--- src/rtl/im_loader_if.sv ---
// Byte-stream in / instruction-memory write port out for the boot loader.
// The slave modport is the loader; the master modport is the stream source and IM/CPU side.
interface im_loader_if #(
  parameter int AW = 12
) ();
  logic [7:0]    byte_in;
  logic          byte_valid;
  logic          byte_ready;
  logic          im_we;
  logic [AW-1:0] im_waddr;
  logic [31:0]   im_wdata;
  logic          hold;
  logic          load_done;
  logic          err;

  modport slave (
    input  byte_in, byte_valid,
    output byte_ready, im_we, im_waddr, im_wdata, hold, load_done, err
  );

  modport master (
    output byte_in, byte_valid,
    input  byte_ready, im_we, im_waddr, im_wdata, hold, load_done, err
  );
endinterface

--- src/rtl/im_loader.sv ---
// Boot-time instruction-memory loader: parses big-endian {START, COUNT} segment
// headers from a byte stream and writes 32-bit words, holding the CPU until a terminator.
module im_loader #(
  parameter int DEPTH = 4096,
  parameter int AW    = 12
) (
  input  logic        clk,
  input  logic        reset,
  im_loader_if.slave  bus
);

  typedef enum logic [2:0] {
    S_HDR,
    S_CHECK,
    S_DATA,
    S_WRITE,
    S_DONE,
    S_ERR
  } state_t;

  localparam logic [16:0] DEPTH17 = 17'(DEPTH);

  state_t        r_state;
  state_t        w_state_nxt;
  logic [1:0]    r_cnt;
  logic [31:0]   r_shift;
  logic [AW-1:0] r_waddr;
  logic [15:0]   r_remaining;
  logic          r_load_done;

  logic          w_accept;
  logic [15:0]   w_start;
  logic [15:0]   w_count;
  logic [16:0]   w_end;

  assign w_accept = bus.byte_valid & bus.byte_ready;
  assign w_start  = r_shift[31:16];
  assign w_count  = r_shift[15:0];
  // 17-bit sum so a segment ending exactly at DEPTH is distinguishable from overflow.
  assign w_end    = {1'b0, w_start} + {1'b0, w_count};

  // NOTE: sequential state uses non-blocking assignments so every register samples
  // the pre-edge values of the others, independent of statement order.
  always_ff @(posedge clk or negedge reset) begin
    if (!reset) r_state <= S_HDR;
    else        r_state <= w_state_nxt;
  end

  // NOTE: next_state gets a default before the case so no path leaves it unassigned,
  // which would otherwise infer a latch.
  always_comb begin
    w_state_nxt = r_state;
    case (r_state)
      S_HDR:   if (w_accept && r_cnt == 2'd3) w_state_nxt = S_CHECK;
      S_CHECK: begin
        if (w_count == 16'd0)     w_state_nxt = S_DONE;
        else if (w_end > DEPTH17) w_state_nxt = S_ERR;
        else                      w_state_nxt = S_DATA;
      end
      S_DATA:  if (w_accept && r_cnt == 2'd3) w_state_nxt = S_WRITE;
      S_WRITE: w_state_nxt = (r_remaining == 16'd1) ? S_HDR : S_DATA;
      S_DONE:  w_state_nxt = S_DONE;
      S_ERR:   w_state_nxt = S_ERR;
      default: w_state_nxt = S_HDR;
    endcase
  end

  // Header and data bytes share one shift register; the 2-bit counter wraps every 4 bytes.
  always_ff @(posedge clk or negedge reset) begin
    if (!reset) begin
      r_cnt       <= 2'd0;
      r_shift     <= 32'd0;
      r_waddr     <= '0;
      r_remaining <= 16'd0;
      r_load_done <= 1'b0;
    end else begin
      r_load_done <= (r_state == S_CHECK) && (w_count == 16'd0);
      if (w_accept) begin
        r_shift <= {r_shift[23:0], bus.byte_in};
        r_cnt   <= r_cnt + 2'd1;
      end
      if (r_state == S_CHECK) begin
        r_waddr     <= w_start[AW-1:0];
        r_remaining <= w_count;
      end
      if (r_state == S_WRITE) begin
        r_waddr     <= r_waddr + 1'b1;
        r_remaining <= r_remaining - 16'd1;
      end
    end
  end

  assign bus.byte_ready = (r_state == S_HDR) || (r_state == S_DATA);
  assign bus.im_we      = (r_state == S_WRITE);
  assign bus.im_waddr   = r_waddr;
  // During WRITE the shift register holds the just-assembled word.
  assign bus.im_wdata   = r_shift;
  assign bus.hold       = (r_state != S_DONE);
  assign bus.load_done  = r_load_done;
  assign bus.err        = (r_state == S_ERR);

endmodule

--- src/flat_wrapper.sv ---
// flat-port wrapper written by rule: the top's interface ports become plain ports
module im_loader_flat 
#(
  parameter int DEPTH = 4096,
  parameter int AW    = 12
)
  (clk, reset, bus_byte_in, bus_byte_valid, bus_byte_ready, bus_im_we, bus_im_waddr, bus_im_wdata, bus_hold, bus_load_done, bus_err);
  im_loader_if #(.AW(AW)) bus_i ();
  input  logic clk;
  input  logic reset;
  input wire logic [$bits(bus_i.byte_in)-1:0] bus_byte_in;
  input wire logic [$bits(bus_i.byte_valid)-1:0] bus_byte_valid;
  output wire logic [$bits(bus_i.byte_ready)-1:0] bus_byte_ready;
  output wire logic [$bits(bus_i.im_we)-1:0] bus_im_we;
  output wire logic [$bits(bus_i.im_waddr)-1:0] bus_im_waddr;
  output wire logic [$bits(bus_i.im_wdata)-1:0] bus_im_wdata;
  output wire logic [$bits(bus_i.hold)-1:0] bus_hold;
  output wire logic [$bits(bus_i.load_done)-1:0] bus_load_done;
  output wire logic [$bits(bus_i.err)-1:0] bus_err;
  assign bus_i.byte_in = bus_byte_in;
  assign bus_i.byte_valid = bus_byte_valid;
  assign bus_byte_ready = bus_i.byte_ready;
  assign bus_im_we = bus_i.im_we;
  assign bus_im_waddr = bus_i.im_waddr;
  assign bus_im_wdata = bus_i.im_wdata;
  assign bus_hold = bus_i.hold;
  assign bus_load_done = bus_i.load_done;
  assign bus_err = bus_i.err;
  im_loader #(.DEPTH(DEPTH), .AW(AW)) u_core (.clk(clk), .reset(reset), .bus(bus_i));
endmodule
--- config.mk ---
export PLATFORM = sky130hd
export DESIGN_NAME = im_loader_flat
export DESIGN_NICKNAME = d
export VERILOG_FILES = /design/src/rtl/im_loader_if.sv /design/src/rtl/im_loader.sv /design/src/flat_wrapper.sv
export SDC_FILE = /design/constraint.sdc
export NUM_CORES = 1
export LEC_CHECK = 0
export ABC_AREA = 1
export CAP_MARGIN = 20
export CORE_MARGIN = 5
export CORE_UTILIZATION = 50
export CTS_BUF_LIST = sky130_fd_sc_hd__clkbuf_4 sky130_fd_sc_hd__clkbuf_8 sky130_fd_sc_hd__clkbuf_16
export DETAILED_ROUTE_END_ITERATION = 10
export PLACE_DENSITY = 0.76
export SLEW_MARGIN = 20
export SYNTH_ARGS = -nofsm -noshare
export SYNTH_HDL_FRONTEND = slang
export SYNTH_SLANG_ARGS = --single-unit
--- constraint.sdc ---
create_clock -name clk -period 2.3 [get_ports clk]
set_clock_uncertainty 0.1 [all_clocks]
set_input_delay 0.46 -clock clk [delete_from_list [all_inputs] [get_ports clk]]
set_output_delay 0.46 -clock clk [all_outputs]
set_load 0.005 [all_outputs]
==> results.yml <==
synthesis:
  yosysTopAreaCell: "dfrtp_1"
  syn_nets: 589
  avgSynthCellArea_um2: 7.554
  synth_most_common_cell: "nand2_1"
  yosys_register_bits: 66
  ys_seq_area_share_pct: 39.25
  synthTopCellsByCount: "nand2_1, inv_1, dfrtp_1"
  synth_ff_type: "dfrtp_1"
  yosys_warnings: 0
  synth_top_area_share_pct: 39.25
  postSynthCellCount: 557
  ys_types: 42
  synthTopCellsByArea: "dfrtp_1, nand2_1, inv_1, ha_1, nor2_1"
  syn-cell-area_mm2: 0.004208
  synth_edf_count: 0
  synthArstFlopShare_pct: 100.0
cts:
  root_buffer: "clkbuf_8"
  insertion_delay_ns: 0.36
  htreeDepth: 3
  cts_tree: "built"
  cts.path.max_buffers: 2
  tritoncts.num_buffers: 9
  cts.clk_slew.worst_paths_ns: 0.08
  cts_sinks: 66
floorplanning:
  core_area_mm2: 0.008217
  start_util_pct: 51.21
  rows: 33
  die_x_um: 101.7
  io-pin-count: 60
  dieArea_mm2: 0.01035
  die_h_um: 101.7
sta:
  fin_crit_sh_pct: 99.36
  rsz0062_at_grt: "yes"
  worst_pin_slew_ns: 0.5622
  finalSetupViolCount: 0
  setup_slack_ns: 0.01479
  relSlewSlack_pct: 62.48
  finalHoldViolations: 5
  slew_violations: 0
  hold_ws_ns: -0.003380
  post-route-min-period_ns: 2.285
  max_clock_freq_mhz: 437.6
placed_design:
  place_congestion: 1.016
  dp.cells: 741
  dp_slack_ns: -0.07702
  port_buffers: 59
  hpwlAfterDp_um: 9272
global_route:
  grt_overflow: 0
  grt_pass1_vias: 4126
  grt_max_degree: 67
  grt_pass1_wl_um: 19740
  grt_util_all_layers_pct: 24.68
  antenna_found_initial: 0
route:
  drc: 0
  drt_iter0_drc: 333
  antenna_left: 0
  routed_via_density: 5.525
  dr.pass1.iters: 5
  wl_um: 12170
  wl_per_cell_um: 16.05
  vias: 4188
critical_path:
  crit_chain: "ha_2 -> fa_2 -> or2_4 -> nor2_2 -> nand3_1 -> nor2_1 -> nand3_1 -> nor2_1 -> nand3_1 -> nand2_1 -> nand2_2 -> nand2_1 -> nand3b_1"
  cp_max_fo: 3
  critical_path_class: "register to register"
  cpPeakStageDelay_ns: 0.40
  startpoint_type: "register"
  end_kind: "register"
  critPathSlowestCell: "fa_2"
  crit_top_cell: "nand3_1"
  arrival_ns: 2.43
  cp.required_ns: 2.44
run:
  cap_viol_max_count: 0
layout:
  drive_above_1_share_pct: 13.63
  diodes: 0
  nNetsFinal: 680
  syn_to_final_growth_pct: 27.54
  stdcell_count: 758
power:
  p_per_area_mw_per_mm2: 1679
  p_total_w: 0.009010
  leakage_nw: 2.602
  vdd.ir_drop.worst_v: 0.0008061
run_status:
  status: "finished, violations left"
  violations: "negative hold slack"
worst_hold_path:
  hp-class: "primary input to asynchronous set/reset pin"
-- routing by layer --
layer | part of all wire (%) | vias up | GRT usage (%)
li1 | - | 2016 | -
met1 | 43 | 1978 | 32.82
met2 | 47 | 167 | 39.94
met3 | 7.0 | 27 | 5.372
met4 | 2.8 | 0 | 8.487
met5 | 0 | - | 0
-- final cells by class --
cell class / count / area (µm²)
Clock buffer: 10 / 137.6
Clock inverter: 6 / 66.31
Fill cell: 707 / 2850
Inverter: 81 / 306.5
Multi-Input combinational cell: 397 / 2220
Sequential cell: 66 / 1652
Tap cell: 105 / 131.4
Timing Repair Buffer: 93 / 853.3
-- kinds of logic after synthesis --
kind of cell / after synthesis / synth area share (%)
buffers and inverters: 94 / 8.653
DFF: 66 / 39.25
and+or+nand+nor: 263 / 28.13
muxes: 3 / 0.8028
adders and majority gates: 21 / 6.423
xor gates and xnor gates: 8 / 1.665
AOI/OAI and AO/OA: 102 / 15.08
-- state kept, by name, summed over array words and instances (netlist names) --
signal                cells
u_core.bus.load_done      1
u_core.r_state            3
u_core.bus.im_wdata      32
u_core.bus.im_waddr      12
u_core.r_remaining       16
u_core.r_cnt              2
-- critical path: cells and delay by family, from the launching register on --
family                     cells  cell delay [ns]
and+or+nand+nor               11             1.10
adders and majority gates      2             0.60
DFF                            1             0.39
-- through the flow --
| step | area (µm²) | TNS (ns) | utilization, % |
|---|---|---|---|
| after global placement | 5127 | -0.04310 | 62.40 |
| after floorplan | 4208 | 0 | - |
| after global routing | 5366 | -0.4571 | 65.31 |
| after CTS | 5344 | 0 | 65.04 |
| final | 5366 | 0 | 65.31 |
| after detailed placement | 5127 | -0.1190 | 62.40 |
-- report_power, final --
| part | total (W) | internal, W | switching (W) |
|---|---|---|---|
| clock | 0.00100 | 0.000529 | 0.000474 |
| sequential | 0.00219 | 0.00169 | 0.000500 |
| combinational | 0.00582 | 0.00250 | 0.00331 |
| total | 0.00901 | 0.00472 | 0.00428 |
-- timing repair --
item / CTS / global route
endpoints found under the hold margin: 0 / 0
gates resized for setup: 2 / 8
buffers inserted: 1 / 0
pin swaps: 2 / 6
hold buffers: 0 / 0
setup endpoints to repair: 3 / 6
-- cells in the final DEF (no fill, tap or decap), drive strengths merged, types with 2 or more instances in the layout --
master / n
or2: 6
nor4: 2
nor3: 4
ha: 20
nand2: 144
nand3: 35
mux2: 3
nand3b: 6
clkdlybuf4s50: 58
nor2: 58
o31ai: 2
dfrtp: 66
o21ai: 37
xnor2: 4
clkinv: 2
buf: 35
a22oi: 11
inv: 81
nand4: 7
a21oi: 29
clkbuf: 10
o211ai: 4
xor2: 4
o221ai: 15
clkinvlp: 3
-- final timing paths --
kind,depth (start not counted),to,start,slack (ns)
max reg2reg,13,u_core.r_state[2],u_core.bus.im_wdata[0],0.01
max in group asynchronous,2,u_core.r_cnt[1],reset,1.80
max,13,u_core.r_state[2],u_core.bus.im_wdata[0],0.01
min reg2reg,1,u_core.r_cnt[0],u_core.r_cnt[0],0.39
min in group clk,1,u_core.r_cnt[0],u_core.r_cnt[0],0.39
min,2,u_core.bus.im_waddr[5],reset,-0.003
(Power assumes the default switching activity.)
